## src/rtl/cache_arbiter_if.sv

```systemverilog
// Bundle of I-cache, D-cache and memory-port signals shared by the arbiter.
// The arbiter takes the master view; the caches and memory together take the slave view.
interface cache_arbiter_if #(
    parameter int unsigned LINE_W = 256
) ();
    logic              icache_read;
    logic [31:0]       icache_address;
    logic [LINE_W-1:0] icache_rdata;
    logic              icache_resp;

    logic              dcache_read;
    logic              dcache_write;
    logic [31:0]       dcache_address;
    logic [LINE_W-1:0] dcache_wdata;
    logic [LINE_W-1:0] dcache_rdata;
    logic              dcache_resp;

    logic              pmem_read;
    logic              pmem_write;
    logic [31:0]       pmem_address;
    logic [LINE_W-1:0] pmem_wdata;
    logic [LINE_W-1:0] pmem_rdata;
    logic              pmem_resp;

    modport master (
        input  icache_read, icache_address,
        input  dcache_read, dcache_write, dcache_address, dcache_wdata,
        input  pmem_rdata, pmem_resp,
        output icache_rdata, icache_resp,
        output dcache_rdata, dcache_resp,
        output pmem_read, pmem_write, pmem_address, pmem_wdata
    );

    modport slave (
        output icache_read, icache_address,
        output dcache_read, dcache_write, dcache_address, dcache_wdata,
        output pmem_rdata, pmem_resp,
        input  icache_rdata, icache_resp,
        input  dcache_rdata, dcache_resp,
        input  pmem_read, pmem_write, pmem_address, pmem_wdata
    );
endinterface

```

## src/rtl/cache_arbiter.sv

```systemverilog
// Time-shares one memory port between I-cache and D-cache, one transaction at a time,
// with round-robin on ties and write-before-read on the D side.
module cache_arbiter #(
    parameter int unsigned LINE_W = 256
) (
    input logic              clk,
    input logic              rst,
    cache_arbiter_if.master  bus
);

    typedef enum logic [1:0] {StIdle, StMemI, StMemD, StResp} state_e;

    state_e            state_q, state_d;
    logic              last_grant_q, last_grant_d;  // 1 = D side granted last
    logic              owner_q, owner_d;            // 1 = D side owns current transaction
    logic              write_q, write_d;
    logic [31:0]       addr_q, addr_d;
    logic [LINE_W-1:0] wdata_q, wdata_d;
    logic [LINE_W-1:0] irdata_q, irdata_d;
    logic [LINE_W-1:0] drdata_q, drdata_d;

    logic i_pend, d_pend;
    assign i_pend = bus.icache_read;
    assign d_pend = bus.dcache_read | bus.dcache_write;

    always_comb begin
        state_d      = state_q;
        last_grant_d = last_grant_q;
        owner_d      = owner_q;
        write_d      = write_q;
        addr_d       = addr_q;
        wdata_d      = wdata_q;
        irdata_d     = irdata_q;
        drdata_d     = drdata_q;
        case (state_q)
            StIdle: begin
                // D wins alone, or on a tie when I was granted last
                if (d_pend && (!i_pend || !last_grant_q)) begin
                    state_d = StMemD;
                    owner_d = 1'b1;
                    write_d = bus.dcache_write;
                    addr_d  = bus.dcache_address;
                    wdata_d = bus.dcache_wdata;
                end else if (i_pend) begin
                    state_d = StMemI;
                    owner_d = 1'b0;
                    write_d = 1'b0;
                    addr_d  = bus.icache_address;
                end
            end
            StMemI: begin
                if (bus.pmem_resp) begin
                    irdata_d     = bus.pmem_rdata;
                    last_grant_d = 1'b0;
                    state_d      = StResp;
                end
            end
            StMemD: begin
                if (bus.pmem_resp) begin
                    if (!write_q) begin
                        drdata_d = bus.pmem_rdata;
                    end
                    last_grant_d = 1'b1;
                    state_d      = StResp;
                end
            end
            StResp:  state_d = StIdle;
            default: state_d = StIdle;
        endcase
    end

    always_ff @(posedge clk) begin
        if (rst) begin
            state_q      <= StIdle;
            last_grant_q <= 1'b0;
            owner_q      <= 1'b0;
            write_q      <= 1'b0;
            addr_q       <= '0;
            wdata_q      <= '0;
            irdata_q     <= '0;
            drdata_q     <= '0;
        end else begin
            state_q      <= state_d;
            last_grant_q <= last_grant_d;
            owner_q      <= owner_d;
            write_q      <= write_d;
            addr_q       <= addr_d;
            wdata_q      <= wdata_d;
            irdata_q     <= irdata_d;
            drdata_q     <= drdata_d;
        end
    end

    assign bus.pmem_read    = (state_q == StMemI) || ((state_q == StMemD) && !write_q);
    assign bus.pmem_write   = (state_q == StMemD) && write_q;
    assign bus.pmem_address = addr_q;
    assign bus.pmem_wdata   = wdata_q;
    assign bus.icache_resp  = (state_q == StResp) && !owner_q;
    assign bus.dcache_resp  = (state_q == StResp) && owner_q;
    assign bus.icache_rdata = irdata_q;
    assign bus.dcache_rdata = drdata_q;

endmodule

```

## src/flat_wrapper.sv

```systemverilog
// flat-port wrapper written by rule: the top's interface ports become plain ports
module cache_arbiter_flat 
#(
    parameter int unsigned LINE_W = 256
)
  (clk, rst, bus_icache_read, bus_icache_address, bus_dcache_read, bus_dcache_write, bus_dcache_address, bus_dcache_wdata, bus_pmem_rdata, bus_pmem_resp, bus_icache_rdata, bus_icache_resp, bus_dcache_rdata, bus_dcache_resp, bus_pmem_read, bus_pmem_write, bus_pmem_address, bus_pmem_wdata);
  cache_arbiter_if #(.LINE_W(LINE_W)) bus_i ();
  input logic clk;
  input logic rst;
  input wire logic [$bits(bus_i.icache_read)-1:0] bus_icache_read;
  input wire logic [$bits(bus_i.icache_address)-1:0] bus_icache_address;
  input wire logic [$bits(bus_i.dcache_read)-1:0] bus_dcache_read;
  input wire logic [$bits(bus_i.dcache_write)-1:0] bus_dcache_write;
  input wire logic [$bits(bus_i.dcache_address)-1:0] bus_dcache_address;
  input wire logic [$bits(bus_i.dcache_wdata)-1:0] bus_dcache_wdata;
  input wire logic [$bits(bus_i.pmem_rdata)-1:0] bus_pmem_rdata;
  input wire logic [$bits(bus_i.pmem_resp)-1:0] bus_pmem_resp;
  output wire logic [$bits(bus_i.icache_rdata)-1:0] bus_icache_rdata;
  output wire logic [$bits(bus_i.icache_resp)-1:0] bus_icache_resp;
  output wire logic [$bits(bus_i.dcache_rdata)-1:0] bus_dcache_rdata;
  output wire logic [$bits(bus_i.dcache_resp)-1:0] bus_dcache_resp;
  output wire logic [$bits(bus_i.pmem_read)-1:0] bus_pmem_read;
  output wire logic [$bits(bus_i.pmem_write)-1:0] bus_pmem_write;
  output wire logic [$bits(bus_i.pmem_address)-1:0] bus_pmem_address;
  output wire logic [$bits(bus_i.pmem_wdata)-1:0] bus_pmem_wdata;
  assign bus_i.icache_read = bus_icache_read;
  assign bus_i.icache_address = bus_icache_address;
  assign bus_i.dcache_read = bus_dcache_read;
  assign bus_i.dcache_write = bus_dcache_write;
  assign bus_i.dcache_address = bus_dcache_address;
  assign bus_i.dcache_wdata = bus_dcache_wdata;
  assign bus_i.pmem_rdata = bus_pmem_rdata;
  assign bus_i.pmem_resp = bus_pmem_resp;
  assign bus_icache_rdata = bus_i.icache_rdata;
  assign bus_icache_resp = bus_i.icache_resp;
  assign bus_dcache_rdata = bus_i.dcache_rdata;
  assign bus_dcache_resp = bus_i.dcache_resp;
  assign bus_pmem_read = bus_i.pmem_read;
  assign bus_pmem_write = bus_i.pmem_write;
  assign bus_pmem_address = bus_i.pmem_address;
  assign bus_pmem_wdata = bus_i.pmem_wdata;
  cache_arbiter #(.LINE_W(LINE_W)) u_core (.clk(clk), .rst(rst), .bus(bus_i));
endmodule
```

## config.mk

```make
export PLATFORM = sky130hd
export DESIGN_NAME = cache_arbiter_flat
export DESIGN_NICKNAME = d
export VERILOG_FILES = /design/src/rtl/cache_arbiter_if.sv /design/src/rtl/cache_arbiter.sv /design/src/flat_wrapper.sv
export SDC_FILE = /design/constraint.sdc
export NUM_CORES = 2
export LEC_CHECK = 0
export CAP_MARGIN = 20
export CORE_AREA = 2 2 536 538
export DETAILED_ROUTE_END_ITERATION = 8
export DIE_AREA = 0 0 538 540
export PLACE_DENSITY_LB_ADDON = 0.08
export REMOVE_ABC_BUFFERS = 1
export SYNTH_ARGS = -nofsm -noshare
export SYNTH_HDL_FRONTEND = slang
export SYNTH_SLANG_ARGS = --single-unit
```

## constraint.sdc

```tcl
create_clock -name clk -period 1.55 [get_ports clk]
set_input_delay 0.31 -clock clk [delete_from_list [all_inputs] [get_ports clk]]
set_output_delay 0.31 -clock clk [all_outputs]
set_load 0.02 [all_outputs]
```

==> summary.md <==
| Metric | Value |
|---|---|
| Final setup viols | `1577` |
| Placed Area | `0.0486 sq mm` |
| Die Area | `0.291 sq mm` |
| FF-to-FF Start | `u_core.state_q[1]` |
| Pins Over Slew Limit | `0` |
| Critical path class | `register to primary output` |
| #FFs+latches synth | `805` |
| Commonest non-fill, non-tap cell in the layout | `nand2_1` |
| Slew @ Worst Pin | `0.961 ns` |
| Pre-antenna DRT Iters | `5` |
| Number of global-route vias before repair | `34100` |
| Final Wtd Congestion | `0.770` |
| Design area | `0.0612 sq mm` |
| Min-Delay Endpoint | `u_core.bus.pmem_wdata[252]` |
| Final setup TNS | `-153.37 ns` |
| Cells after synthesis | `3608` |
| Cells on Worst Hold Path | `3` |
| Number of core rows | `196` |
| Worst slack, placed | `-0.653 ns` |
| Max Clock Freq | `481 MHz` |
| Drt initial violations | `1328` |
| Placed Cells | `8634` |
| Outcome | `finished, violations left` |
| WP data required | `1.24 ns` |
| Post-synth top area cell | `dfxtp_1` |
| Layout cells sized above 1 | `0.398` |
| Leak Pwr | `22.9 nW` |
| Filler instances | `31600` |
| Layout Skew | `0.0879 ns` |
| Initial Utilization | `0.101` |
| Max-slew headroom | `0.359` |
| Core area | `0.284 sq mm` |
| Die Wd | `538 microns` |
| WHS | `0.0835 ns` |
| Largest net degree at the start of global routing | `137` |
| Die height | `540 microns` |
| Most frequent cells in the layout | `1004 x nand2_1, 765 x buf_6, 736 x a21oi_1, 714 x dfxtp_2, 580 x clkdlybuf4s50_1` |
| H-tree Lvls | `3` |
| Max-capacitance violation count | `0` |
| Launch point of the worst hold path | `bus_dcache_wdata[252]` |
| Setup ws final | `-0.530 ns` |
| Worst Hold Class | `primary input to register` |
| Ys Warns | `0` |
| Synth Cell Area | `0.0287 sq mm` |
| CTS tree | `done` |
| Reg2reg setup slack | `-0.30 ns` |
| Total GRT Usage | `0.143` |
| Global route overflow | `0` |
| Vias per std cell | `3.59` |
| DRC viols | `0` |
| Synthesis-to-finish area growth | `113%` |
| Clock Latency Late Sink | `0.88 ns` |
| First-pass GRT wire length | `292000 microns` |
| Crit end category | `primary output` |
| Worst-path maximum fanout | `3` |
| Clock root buffer | `clkbuf_16` |
| Clk buf depth | `4` |
| IO Count | `1386` |
| RSZ-0062 raised after global routing | `yes` |
| Crit start category | `register` |
| Register area share after synthesis | `0.562` |
| Crit share post-route | `1.34` |
| CTS buffer count | `119` |
| Pwr/cell area | `1610 mW/mm^2` |
| Yosys top cell area share | `0.562` |
| Layout Cells excl Fill | `9383` |
| Failing checks | `negative setup slack` |
| Antenna-violating nets left | `0` |
| Max VDD drop | `0.908 mV` |
| WP data arrival | `1.77 ns` |
| Synth area leaders | `dfxtp_1 56%, a21oi_1 14%, nand2_1 14%` |
| WL/cell | `24.2 microns` |
| Avg Inst Size Synth | `7.95 sq um` |
| Clock Sinks | `805` |
| Via count | `33700` |
| DP HPWL | `164000 microns` |
| Routed WL | `227000 microns` |
| Tmin final | `2.08 ns` |
| Nets | `6085` |
| Worst flop-to-flop path endpoint | `u_core.bus.dcache_rdata[78]` |
| Initial antenna violation count | `105` |
| Number of distinct library cells after synthesis | `32` |
| R2R depth | `10` |
| Hold Vio Cnt, Final | `0` |
| Reg clk slew, reported paths | `0.06 ns` |
| Buffers on Ports | `1385` |
## state kept, by name (all words and copies together) (netlist names)
| name | count |
|---|---|
| u_core.state_q | 2 |
| u_core.last_grant_q | 1 |
| u_core.bus.icache_rdata | 256 |
| u_core.write_q | 1 |
| u_core.owner_q | 1 |
| u_core.bus.dcache_rdata | 256 |
| u_core.bus.pmem_wdata | 256 |
| u_core.bus.pmem_address | 32 |
## cell type report
cell class | instances | area (sq um) | area share
Sequential cell | 805 | 17100 | 0.280
Timing Repair inverter | 1 | 20.0 | 0.000327
Inverter | 4 | 36.3 | 0.000593
Timing Repair Buffer | 2098 | 23600 | 0.386
Clock buffer | 183 | 3470 | 0.0567
Clock inverter | 21 | 332 | 0.00542
Multi-Input combinational cell | 2468 | 11800 | 0.192
Tap cell | 3762 | 4710 | 0.0769
Antenna cell | 41 | 103 | 0.00168
## synth_stat cells, drive strengths merged
library cell	count
and3b	1
and2	3
nor3b	1
nor4b	1
a21oi	801
a211o	1
a32oi	1
a221oi	1
ha	6
o31ai	1
nand2	1060
a21o	1
mux2i	1
o31a	1
inv	4
dfxtp	805
a211oi	31
o21ai	259
a311oi	1
a22oi	1
nor2	35
buf	108
nor2b	2
a2bb2oi	1
clkbuf	223
nand3	256
o2bb2ai	1
nand3b	1
## timing repair
| item | in CTS | in global routing |
|---|---|---|
| pin swaps | 8 | 44 |
| hold buffers | 354 | 0 |
| gates cloned | 22 | 31 |
| setup endpoints to repair | 1588 | 1603 |
| gates resized for setup | 5624 | 203 |
| endpoints found under the hold margin | 502 | 0 |
| buffers inserted | 70 | 33 |
## worst max-delay path by stage
stage	from	endpoint	slack (ns)	depth (start not counted)
after CTS	u_core.state_q[1]	bus_pmem_read	-0.65	5
final	u_core.state_q[1]	bus_pmem_read	-0.53	5
after global placement	bus_dcache_read	u_core.bus.pmem_address[30]	-0.65	6
after detailed placement	bus_dcache_read	u_core.bus.pmem_address[15]	-0.65	6
after global routing	u_core.state_q[1]	bus_pmem_read	-0.63	5
after floorplan	u_core.state_q[0]	u_core.bus.pmem_wdata[0]	-7.57	5
## power breakdown
| part | leakage, nW | internal (mW) | total [mW] | switching, mW |
|---|---|---|---|---|
| sequential | 6.90 | 25.4 | 28.4 | 2.99 |
| combinational | 14.1 | 19.3 | 42.7 | 23.4 |
| clock | 1.86 | 16.4 | 27.6 | 11.2 |
| total | 22.9 | 61.1 | 98.7 | 37.7 |
## stage by stage
step                       util  power, mW
after global placement    0.171       63.4
after detailed placement  0.171       63.3
final                     0.215       98.7
after floorplan               -       33.0
after CTS                 0.209       98.4
after global routing      0.215        104
## worst max-delay path, cell delays in order, from the launching register on
cell and delay, ns:
dfxtp_4 0.37, inv_4 0.04, ha_4 0.15, buf_6 0.11
a21o_1 0.17, buf_12 0.14
## cell families (layout without fill, tap and decap cells)
family | count (synthesis) | in the layout | share of synthesized area
AO/OA/AOI/OAI | 1101 | 1101 | 0.197
adder cells (fa/ha/maj) | 6 | 6 | 0.00262
buffers and inverters | 335 | 2307 | 0.0485
flip-flops | 805 | 805 | 0.562
multiplexers | 1 | 1 | 0.000349
other | 0 | 41 | 0
AND/OR/NAND/NOR | 1360 | 1360 | 0.190
## metal layers
| metal | vias up | global-route usage | routed length [microns] | part of all wire |
|---|---|---|---|---|
| li1 | 16000 | - | - | - |
| met1 | 16100 | 0.158 | 87600 | 0.39 |
| met2 | 1192 | 0.248 | 111000 | 0.49 |
| met3 | 358 | 0.0575 | 20700 | 0.091 |
| met4 | 80 | 0.0440 | 7170 | 0.032 |
| met5 | - | 0 | 509 | 0.0022 |
Note: power is estimated with default switching activity, not from simulation.
